==> src/rtl/p405s_apulddataasm.sv <==
// p405s_apulddataasm: APU/FCM load-data assembler.
// Collects the 32-bit big-endian load words returned by the core, byte-merges
// them into a quadword buffer starting at the lane chosen at EXE, and hands
// the finished quadword to the APU under a valid/ack handshake.
module p405s_apulddataasm #(
  parameter int QW_WORDS = 4
) (
  input  logic                   CB,
  input  logic                   resetCore,
  input  logic                   PCL_apuLdStart,
  input  logic [0:1]             PCL_apuExeWdCnt,
  input  logic [0:3]             PCL_exeEaQwEn,
  input  logic                   IFB_exeFlush,
  input  logic                   DCU_ldDataVal,
  input  logic [0:31]            DCU_ldData,
  input  logic [0:3]             PCL_dcuByteEn,
  input  logic                   APU_ldAck,
  output logic [0:QW_WORDS*32-1] APU_ldData,
  output logic                   APU_ldDataVal,
  output logic [0:QW_WORDS*4-1]  APU_ldByteEn,
  output logic                   asmBusy,
  output logic                   asmErr
);

  localparam int QW_BITS  = QW_WORDS * 32;
  localparam int QW_BYTES = QW_WORDS * 4;

  typedef enum logic [1:0] {
    ST_IDLE    = 2'd0,
    ST_COLLECT = 2'd1,
    ST_HOLD    = 2'd2
  } state_t;

  // True when exactly one lane-enable bit is set.
  function automatic logic onehot4(input logic [0:3] v);
    logic [2:0] cnt;
    cnt = 3'd0;
    for (int i = 0; i < 4; i++) begin
      cnt = cnt + {2'b00, v[i]};
    end
    return (cnt == 3'd1);
  endfunction

  // Index of the set bit in a one-hot lane enable (bit 0 = lane 0).
  function automatic logic [1:0] lane_index(input logic [0:3] v);
    logic [1:0] idx;
    idx = 2'd0;
    for (int i = 0; i < 4; i++) begin
      if (v[i]) begin
        idx = 2'(i);
      end else begin
        idx = idx;
      end
    end
    return idx;
  endfunction

  // Overlay the enabled bytes of one load word onto the given lane.
  function automatic logic [0:QW_BITS-1] merge_data(
    input logic [0:QW_BITS-1] qw,
    input logic [1:0]         lane,
    input logic [0:31]        word,
    input logic [0:3]         be
  );
    logic [0:QW_BITS-1] res;
    res = qw;
    for (int k = 0; k < 4; k++) begin
      if (be[k]) begin
        res[int'(lane)*32 + k*8 +: 8] = word[k*8 +: 8];
      end else begin
        res[int'(lane)*32 + k*8 +: 8] = qw[int'(lane)*32 + k*8 +: 8];
      end
    end
    return res;
  endfunction

  // Accumulate the byte enables of one load word into the lane's slots.
  function automatic logic [0:QW_BYTES-1] merge_ben(
    input logic [0:QW_BYTES-1] ben,
    input logic [1:0]          lane,
    input logic [0:3]          be
  );
    logic [0:QW_BYTES-1] res;
    res = ben;
    for (int k = 0; k < 4; k++) begin
      res[int'(lane)*4 + k] = ben[int'(lane)*4 + k] | be[k];
    end
    return res;
  endfunction

  state_t              state_q, state_d;
  logic [0:QW_BITS-1]  data_q, data_d;
  logic [0:QW_BYTES-1] ben_q, ben_d;
  logic                val_q, val_d;
  logic                busy_q, busy_d;
  logic                err_q, err_d;
  logic [2:0]          rem_q, rem_d;
  logic [1:0]          lane_q, lane_d;

  logic                start_legal_s;
  logic [1:0]          start_lane_s;
  logic [2:0]          start_rem_s;
  logic [0:QW_BITS-1]  merged_data_s;
  logic [0:QW_BYTES-1] merged_ben_s;

  // Decode the start request: lane, word count and whether it fits without wrap.
  always_comb begin
    start_lane_s  = lane_index(PCL_exeEaQwEn);
    start_rem_s   = {1'b0, PCL_apuExeWdCnt} + 3'd1;
    start_legal_s = onehot4(PCL_exeEaQwEn) &&
                    (({1'b0, start_lane_s} + {1'b0, PCL_apuExeWdCnt}) <= 3'd3);
    merged_data_s = merge_data(data_q, lane_q, DCU_ldData, PCL_dcuByteEn);
    merged_ben_s  = merge_ben(ben_q, lane_q, PCL_dcuByteEn);
  end

  // Next-state, buffer and error computation for the assembler.
  always_comb begin
    state_d = state_q;
    data_d  = data_q;
    ben_d   = ben_q;
    rem_d   = rem_q;
    lane_d  = lane_q;
    err_d   = 1'b0;

    case (state_q)
      ST_IDLE: begin
        // Load data arriving here is stray and dropped; a flush kills the start.
        if (PCL_apuLdStart && !IFB_exeFlush) begin
          if (start_legal_s) begin
            state_d = ST_COLLECT;
            rem_d   = start_rem_s;
            lane_d  = start_lane_s;
            data_d  = {QW_BITS{1'b0}};
            ben_d   = {QW_BYTES{1'b0}};
          end else begin
            err_d   = 1'b1;
          end
        end else begin
          state_d = ST_IDLE;
        end
      end

      ST_COLLECT: begin
        if (PCL_apuLdStart) begin
          err_d = 1'b1;
        end else begin
          err_d = 1'b0;
        end
        if (IFB_exeFlush) begin
          // Abort wins even over a final data beat.
          state_d = ST_IDLE;
          ben_d   = {QW_BYTES{1'b0}};
        end else if (DCU_ldDataVal) begin
          data_d = merged_data_s;
          ben_d  = merged_ben_s;
          lane_d = lane_q + 2'd1;
          rem_d  = rem_q - 3'd1;
          if (rem_q == 3'd1) begin
            state_d = ST_HOLD;
          end else begin
            state_d = ST_COLLECT;
          end
        end else begin
          state_d = ST_COLLECT;
        end
      end

      ST_HOLD: begin
        // The quadword is committed: flush has no effect, extra data is an overrun.
        if (DCU_ldDataVal) begin
          err_d = 1'b1;
        end else begin
          err_d = 1'b0;
        end
        if (APU_ldAck) begin
          state_d = ST_IDLE;
          ben_d   = {QW_BYTES{1'b0}};
          if (PCL_apuLdStart) begin
            if (start_legal_s) begin
              state_d = ST_COLLECT;
              rem_d   = start_rem_s;
              lane_d  = start_lane_s;
              data_d  = {QW_BITS{1'b0}};
            end else begin
              err_d   = 1'b1;
            end
          end else begin
            state_d = ST_IDLE;
          end
        end else if (PCL_apuLdStart) begin
          err_d = 1'b1;
        end else begin
          state_d = ST_HOLD;
        end
      end

      default: begin
        state_d = ST_IDLE;
        ben_d   = {QW_BYTES{1'b0}};
      end
    endcase

    val_d  = (state_d == ST_HOLD);
    busy_d = (state_d != ST_IDLE);
  end

  // State and output registers with synchronous reset.
  always_ff @(posedge CB) begin
    if (resetCore) begin
      state_q <= ST_IDLE;
      data_q  <= {QW_BITS{1'b0}};
      ben_q   <= {QW_BYTES{1'b0}};
      val_q   <= 1'b0;
      busy_q  <= 1'b0;
      err_q   <= 1'b0;
      rem_q   <= 3'd0;
      lane_q  <= 2'd0;
    end else begin
      state_q <= state_d;
      data_q  <= data_d;
      ben_q   <= ben_d;
      val_q   <= val_d;
      busy_q  <= busy_d;
      err_q   <= err_d;
      rem_q   <= rem_d;
      lane_q  <= lane_d;
    end
  end

  assign APU_ldData    = data_q;
  assign APU_ldDataVal = val_q;
  assign APU_ldByteEn  = ben_q;
  assign asmBusy       = busy_q;
  assign asmErr        = err_q;

endmodule
==> config.mk <==
export PLATFORM = sky130hd
export DESIGN_NAME = p405s_apulddataasm
export DESIGN_NICKNAME = d
export VERILOG_FILES = /design/src/rtl/p405s_apulddataasm.sv
export SDC_FILE = /design/constraint.sdc
export NUM_CORES = 1
export LEC_CHECK = 0
export ABC_CLOCK_PERIOD_IN_PS = 4000
export BUFFER_PORTS_ARGS = -buffer_cell sky130_fd_sc_hd__buf_4
export CORE_UTILIZATION = 58
export CTS_BUF_LIST = sky130_fd_sc_hd__clkbuf_8
export DETAILED_ROUTE_END_ITERATION = 8
export GPL_TIMING_DRIVEN = 0
export PLACE_DENSITY = 0.84
export SYNTH_ARGS = -nofsm -noshare
export SYNTH_HDL_FRONTEND = slang
export SYNTH_SLANG_ARGS = --single-unit
==> constraint.sdc <==
create_clock -name CB -period 4 [get_ports CB]
set_input_delay 0.2 -clock CB [delete_from_list [all_inputs] [get_ports CB]]
set_output_delay 0.2 -clock CB [all_outputs]
set_load 0.005 [all_outputs]
Word level (Yosys, flattened, before mapping)
Index checks and enable logic that the tools add are counted.
{"block": "classes", "eq_ne": 12, "n_addsub": 17, "mux": 85, "n_shift": 16, "reduce_logical": 12, "order_cmp": 9, "n_bitwise": 12}
{"operator": "128-bit 2-to-1 mux", "n": 10}
{"operator": "129-bit by 33-bit variable part select with 128-bit output", "n": 8}
{"operator": "128-bit bitwise mux", "n": 8}
{"operator": "129-bit by 33-bit variable shift with 128-bit output, first input constant", "n": 4}
{"operator": "128-bit by 32-bit variable part select with 129-bit output", "n": 4}
{"operator": "128-bit one-hot mux with 3 select lines", "n": 1}
{"operator": "32-bit negation with 33-bit output", "n": 4}
{"operator": "32-bit by 5-bit >= comparator with 1-bit output, second input constant", "n": 4}
{"operator": "32-bit by 1-bit < comparator with 1-bit output, second input constant", "n": 4}
{"operator": "5-bit NOT with 32-bit output", "n": 3}
{"operator": "8-bit NOT with 32-bit output", "n": 3}
{"operator": "16-bit 2-to-1 mux", "n": 5}
{"operator": "16-bit bitwise mux", "n": 4}
{"operator": "16-bit one-hot mux with 3 select lines", "n": 1}
{"operator": "2-bit 2-to-1 mux", "n": 16}
{"operator": "4-bit NOT with 32-bit output", "n": 1}
{"operator": "7-bit NOT with 32-bit output", "n": 1}
{"operator": "1-bit 2-to-1 mux", "n": 22}
{"operator": "3-bit 2-to-1 mux", "n": 6}
{"operator": "7-bit by 5-bit adder with 8-bit output, second input constant", "n": 2}
{"operator": "1-bit binary-select mux with 4-bit select", "n": 4}
{"operator": "1-bit demux with 4-bit select", "n": 4}
{"operator": "2-bit inequality test, second input constant", "n": 6}
{"operator": "2-bit one-hot mux with 3 select lines", "n": 2}
{"operator": "other kinds (25)", "n": 36}
{"block": "totals", "out_inout_bits": 147, "inputBits": 48, "ff_bits": 154, "wordCells": 171}

Depth between registers and ports, before layout
{"block": "depth", "depth_word": 14, "depth_mapped": 10, "mapped_depth_nobuf": 9}

Worst setup path before layout
Ideal clock, no wire load.
{"block": "synth_path", "path_kind": "input-to-reg", "startpoint": "input port PCL_exeEaQwEn[3] (netlist name)", "endpoint": "register rem_q[2]", "t_arrival_ns": 2.346, "setup_time_ns": 0.060, "n_path_buf": 1, "path_slack_ns": 1.593, "cell_stages": 10, "t_required_ns": 3.940, "cell_sequence": "inv_1 fa_1 inv_1 ha_1 ha_1 and4bb_2 nor2_1 clkbuf_1 or4_1 nand2_1"}
{"block": "synth_via", "elab_chain_cells": 8, "elab_cells_between_ends": 11, "classes_between": "2 x add/sub; 1 x order compare; 1 x eq/ne; 6 x mux; 1 x reduce/logical"}
{"element": "start: declaration", "line": "12", "text": "input logic [0:3] PCL_exeEaQwEn,"}
{"element": "2-bit 2-to-1 mux", "line": "49", "text": "if (v[i]) begin"}
{"element": "2-bit by 2-bit adder with 3-bit output", "line": "111", "text": "(({1'b0, start_lane_s} + {1'b0, PCL_apuExeWdCnt}) <= 3'd3);"}
{"element": "3-bit by 2-bit less-or-equal comparator with 1-bit output", "line": "111"}
{"element": "1-bit logical AND *", "line": "110", "text": "start_legal_s = onehot4(PCL_exeEaQwEn) &&"}
{"element": "3-bit 2-to-1 mux *"}
{"element": "3-bit 2-to-1 mux (2 in series)"}
{"element": "3-bit one-hot mux with 3 select lines *"}
{"element": "end signal: assignment", "line": "225", "text": "rem_q <= rem_d;"}
{"element": "end: declaration", "line": "97", "text": "logic [2:0] rem_q, rem_d;"}
Mark *: on every way between the ends. The rest lies on a longest branch, timed or not. The select of a mux whose other input is x is not followed.
A chain may end at the register's enable or synchronous reset.

Worst setup path in the final report
{"block": "layout_path", "startpoint": "register lane_q[0]", "endpoint": "register data_q, in the netlist APU_ldData[21]"}
{"block": "layout_via", "elab_chain_cells": 14, "elab_cells_between_ends": 42, "classes_between": "7 x add/sub; 16 x shift; 15 x mux; 4 x bitwise"}
{"element": "start: declaration", "line": "98", "text": "logic [1:0] lane_q, lane_d;"}
{"element": "start signal: assignment", "line": "226", "text": "lane_q <= lane_d;"}
{"element": "branches (longest 10 deep; another with 32-bit negation with 33-bit output)"}
{"element": "128-bit 2-to-1 mux *", "line": "68", "text": "if (be[k]) begin"}
{"element": "128-bit 2-to-1 mux *", "line": "153", "text": "end else if (DCU_ldDataVal) begin"}
{"element": "128-bit 2-to-1 mux *", "line": "149", "text": "if (IFB_exeFlush) begin"}
{"element": "128-bit one-hot mux with 3 select lines *", "line": "125", "text": "case (state_q)"}
{"element": "end signal: assignment", "line": "211", "text": "data_q <= {QW_BITS{1'b0}};"}
{"element": "end signal: assignment", "line": "220", "text": "data_q <= data_d;"}
{"element": "end: declaration", "line": "92", "text": "logic [0:QW_BITS-1] data_q, data_d;"}
Every way passes the cells marked *. The select of a mux whose other input is x is not followed.

==> results by stage <==
Final layout:
- The final-stage net count is 830.
- The antenna diode instance count is 0.
- The final core area utilization is between 70% and 80%.
- Of the cells placed in the final design, the portion with a size suffix greater than 1 is about two fifths.
- The final instance area is approximately 8700 um^2.
- The final-layout fill cell count is roughly 700.
- The area growth from synthesis to layout is 29.6%.
- The sequential cells in the finished layout cover a total of between 3000 and 4000 um^2.
- The multi-input logic area is approximately 3300 um^2.

Place:
- The post-place instance area is around 8300 um^2.
- After legalization and detailed placement, the total HPWL measured between 10000 and 15000 um.
- The worst slack at placement is 1120 ps.
- The routability congestion estimate is approximately 0.85.
- During placement, the flow inserted port buffers numbering between 150 and 200.

Global routing:
- The number of antenna violations at the first check in global routing was 0.
- Global routing consumed, on the met2 layer, around 55% of the routing resources.
- The most crowded layer after global routing is met2.
- Entering global routing, the biggest net connects 17 pins.
- Global routing used 9.25% of the available met3 tracks.
- The via count of the first global-routing pass came to roughly 5700.
- After global routing the overflow that remains totals 0.
- The global router's overall resource usage is approximately 33%.
- Global routing consumed, on the met1 layer, about two fifths of the routing resources.
- The first global-routing pass estimated 29900 um of wire.

Critical path:
- Traced cell by cell, the critical path runs through buf_2 -> buf_2 -> inv_1 -> ha_1 -> nand2b_1 -> nor3_1 -> nand2_1 -> clkbuf_1 -> o2bb2ai_1.
- Together, buffers and inverters on the worst path number 4.
- The endpoint identified for the worst register-to-register timing path is APU_ldData[21].
- The highest cell delay on the worst timing path is around 520 ps.
- The arrival time of data at the critical path endpoint is about 2900 ps.
- The number of cells on the worst reg-to-reg path is 9.
- STA classifies the critical path endpoint as a flop.
- The master of the slowest instance on the critical path is sky130_fd_sc_hd__clkbuf_1.
- The cell family contributing the most delay on the critical path is buffers and inverters.
- In this run the critical register-to-register path is launched from lane_q[0].
- The critical path is of the reg2reg type.
- The type of element launching the critical path is a flop.
- By instance count, the cell type seen most on the critical path is sky130_fd_sc_hd__buf_2.
- For the worst setup path, the data required time is ~4300 ps.
- The peak fanout along the critical path is 10.
- The setup check on the worst reg-to-reg path leaves a slack of 1400 ps.

Route:
- In the routed layout, each cell is associated on average with a via count of 6.26.
- The total iterations of the first detailed-routing run is 5.
- The count of nets left with antenna violations once routing finished came out at 0.
- The number of DRC violations after detailed routing is 0.
- The overall routed net length is roughly 20000 um.
- Dividing the detail-routed wire length by the instance count gives roughly 21 um.
- The vias after detailed routing is around 5800.
- The number of DRC violations after detailed-routing iteration 0 is 440.

Die:
- The total area inside the core boundary comes to 11100 um^2.
- The count of standard-cell rows is 38.
- The effective utilization at floorplan is 60.8%.
- Measured along the y axis, the die boundary spans 110 um.
- During I/O placement, the number of pins put on the boundary was approximately 200.
- The overall die width is 110 um.
- The die covers about 12000 um^2.

Timing:
- The smallest clock period supported by the final layout is computed as 2600 ps.
- The top achievable clock speed is 0.385 GHz.
- The remaining max-slew budget at the tightest pin is between 30% and 40%.
- The count of final max-slew check failures is 0.
- The total count of hold-check failures in the final report came to 0.
- Setup slack on the critical path of the routed design comes to around 1400 ps.
- The number of failing setup endpoints in the final timing report is 0.
- At the pin with the least slew margin, the transition time is between 900 and 1000 ps.
- Setup repair after global routing left no endpoint under its margin.
- Summed over all failing endpoints, the final setup total negative slack is 0 ps.
- For the final database, setup skew stands at between 10 and 15 ps.
- Dividing the final minimum period by the clock period gives 65.0%.

Worst hold path:
- The worst hold path was traced through 3 stages.
- The path with the worst hold slack has its endpoint at rem_q[0].
- The min-delay analysis places its worst path in the category in2reg.
- The startpoint identified for the worst hold timing path is PCL_apuExeWdCnt[1].

CTS:
- After clock tree synthesis, the flow added hold-fix buffers numbering 0.
- After clock tree synthesis, the setup repair step added 0 buffers.
- No sink is reached through more buffers than the 2 on the longest clock path.
- The later pin in the worst-skew pair is clocked with a latency of 440 ps.
- In this run, CTS created clock tree buffers numbering 17.
- Clock tree synthesis found a total of 154 sinks.
- The clock transition at the register clock pins on the worst setup and hold paths after CTS is approximately 80 ps.
- The number of cells upsized or downsized after cts is 0.
- CTS placed an instance of sky130_fd_sc_hd__clkbuf_8 at the clock tree root.
- CTS built an H-tree with a depth of 4.
- TritonCTS built the clock tree.

Logic synthesis:
- The post-synthesis register bit count is between 150 and 200.
- The post-synthesis instance total is 560.
- The post-synthesis sequential area ratio is a little under half.
- Dividing the synthesized area by the synthesized cell count gives 12.0 um^2.
- The most used flip-flop cell after synthesis is sky130_fd_sc_hd__dfxtp_1.
- For this run, asynchronously set or reset flops after synthesis account for 0%.
- The number of warnings reported in the yosys synthesis log is 0.
- The number of nets handed over by synthesis was roughly 620.
- The synthesized design contains 0 enable-type register cells.
- The count of different cell masters after synthesis is 46.
- Summing every instance area after synthesis gives between 6000 and 7000 um^2.

Power:
- In this run the power density over the cells is around 340 nW/um^2.
- The design draws just under 3 mW.
- VDD sags by at most 0.289 mV.
- The leakage power total is ~3.5 nW.

Flow run:
- The number of maximum-capacitance constraint violations is 0.

Outcome:
- The flow ran to the end, and the final reports show no timing, DRC or antenna violations.
==> final cells by class <==
type / instances / share of cell area, %
well taps: 140 / 2.01
repair buffers: 190 / 16.3
plain buffers: 48 / 2.72
flip-flops and latches: 154 / 35.3
multi-input cells: 328 / 37.8
clock inverters: 10 / 1.18
inverters: 30 / 1.29
clock buffers: 21 / 3.31
==> power breakdown <==
part | switching (mW) | internal (mW) | total (mW)
combinational | 0.142 | 0.0846 | 0.227
clock | 0.557 | 0.609 | 1.17
sequential | 0.00235 | 1.53 | 1.54
total | 0.702 | 2.23 | 2.93
==> worst min-delay path: stages <==
cell and delay, ps:
sky130_fd_sc_hd__buf_4 110, sky130_fd_sc_hd__a2111o_1 120, sky130_fd_sc_hd__a21oi_1 60
==> registers in the layout, summed over array words and instances (netlist names) <==
register and flops:
rem_q 3, APU_ldByteEn 16, APU_ldDataVal 1, APU_ldData 128, asmErr 1, lane_q 2
asmBusy 1, state_q 2
==> placed cells by master (no fill, tap or decap), drive strengths merged, types with 2 or more instances in the layout <==
cell	Yosys	layout
ha	11	11
buf	33	223
nor2	21	21
o32ai	16	16
or3b	2	2
nor3	2	2
or3	3	3
clkbuf	15	36
nand2b	4	4
nand2	11	11
a21oi	14	14
a2111o	2	2
mux4	32	32
mux2i	32	32
o2bb2ai	128	128
nor2b	4	4
clkinv	0	4
fa	2	2
bufinv	0	2
nor3b	2	2
o21ai	12	12
inv	30	34
dfxtp	154	154
o311ai	5	5
o211ai	4	4
o31a	4	4
==> cells by family after synthesis <==
logic type	count (synthesis)	synth area share, %
and+or+nand+nor	57	4.48
buffers and inverters	78	5.20
AOI/OAI and AO/OA	193	26.3
adders and majority gates	13	2.64
DFF	154	45.8
muxes	65	15.6
==> through the flow <==
step / hold WS [ps] / cells
after floorplan: 389 / 560
final: 88.2 / 921
after global placement: 461 / 890
after global routing: 103 / 921
after detailed placement: 470 / 890
after CTS: 74.1 / 921
==> worst max path at each step <==
stage	from	to	slack, ps	depth (start not counted)
finish	lane_q[0]	APU_ldData[21]	1400	9
global route	lane_q[0]	APU_ldData[21]	1220	9
CTS	lane_q[0]	APU_ldData[21]	1450	9
detailed placement	PCL_exeEaQwEn[3]	APU_ldData[85]	1120	11
global placement	PCL_exeEaQwEn[3]	APU_ldData[79]	1200	11
floorplan	PCL_exeEaQwEn[3]	rem_q[2]	1590	10
==> Yosys cell counts (4+ instances only) <==
cell,instances,area (um^2)
sky130_fd_sc_hd__mux4_2,32,721
sky130_fd_sc_hd__nor2_1,20,75.1
sky130_fd_sc_hd__buf_1,4,15.0
sky130_fd_sc_hd__inv_1,30,113
sky130_fd_sc_hd__nand2_1,11,41.3
sky130_fd_sc_hd__mux2i_1,32,320
sky130_fd_sc_hd__nor2b_1,4,25.0
sky130_fd_sc_hd__dfxtp_1,154,3080
sky130_fd_sc_hd__o21ai_0,12,60.1
sky130_fd_sc_hd__clkbuf_1,15,56.3
sky130_fd_sc_hd__buf_2,25,125
sky130_fd_sc_hd__o31a_1,4,35.0
sky130_fd_sc_hd__a21oi_1,14,70.1
sky130_fd_sc_hd__o2bb2ai_1,98,858
sky130_fd_sc_hd__o211ai_1,4,30.0
sky130_fd_sc_hd__o2bb2ai_2,30,450
sky130_fd_sc_hd__nand2b_1,4,25.0
sky130_fd_sc_hd__o311ai_0,5,43.8
sky130_fd_sc_hd__ha_1,11,138
sky130_fd_sc_hd__o32ai_1,16,140
==> metal layers <==
metal  wire (um)  vias up
met4         437        0
met2        9730      253
met3        1550       39
li1            -     2604
met5           0        -
met1        7900     2870
(Power assumes the default switching activity.)
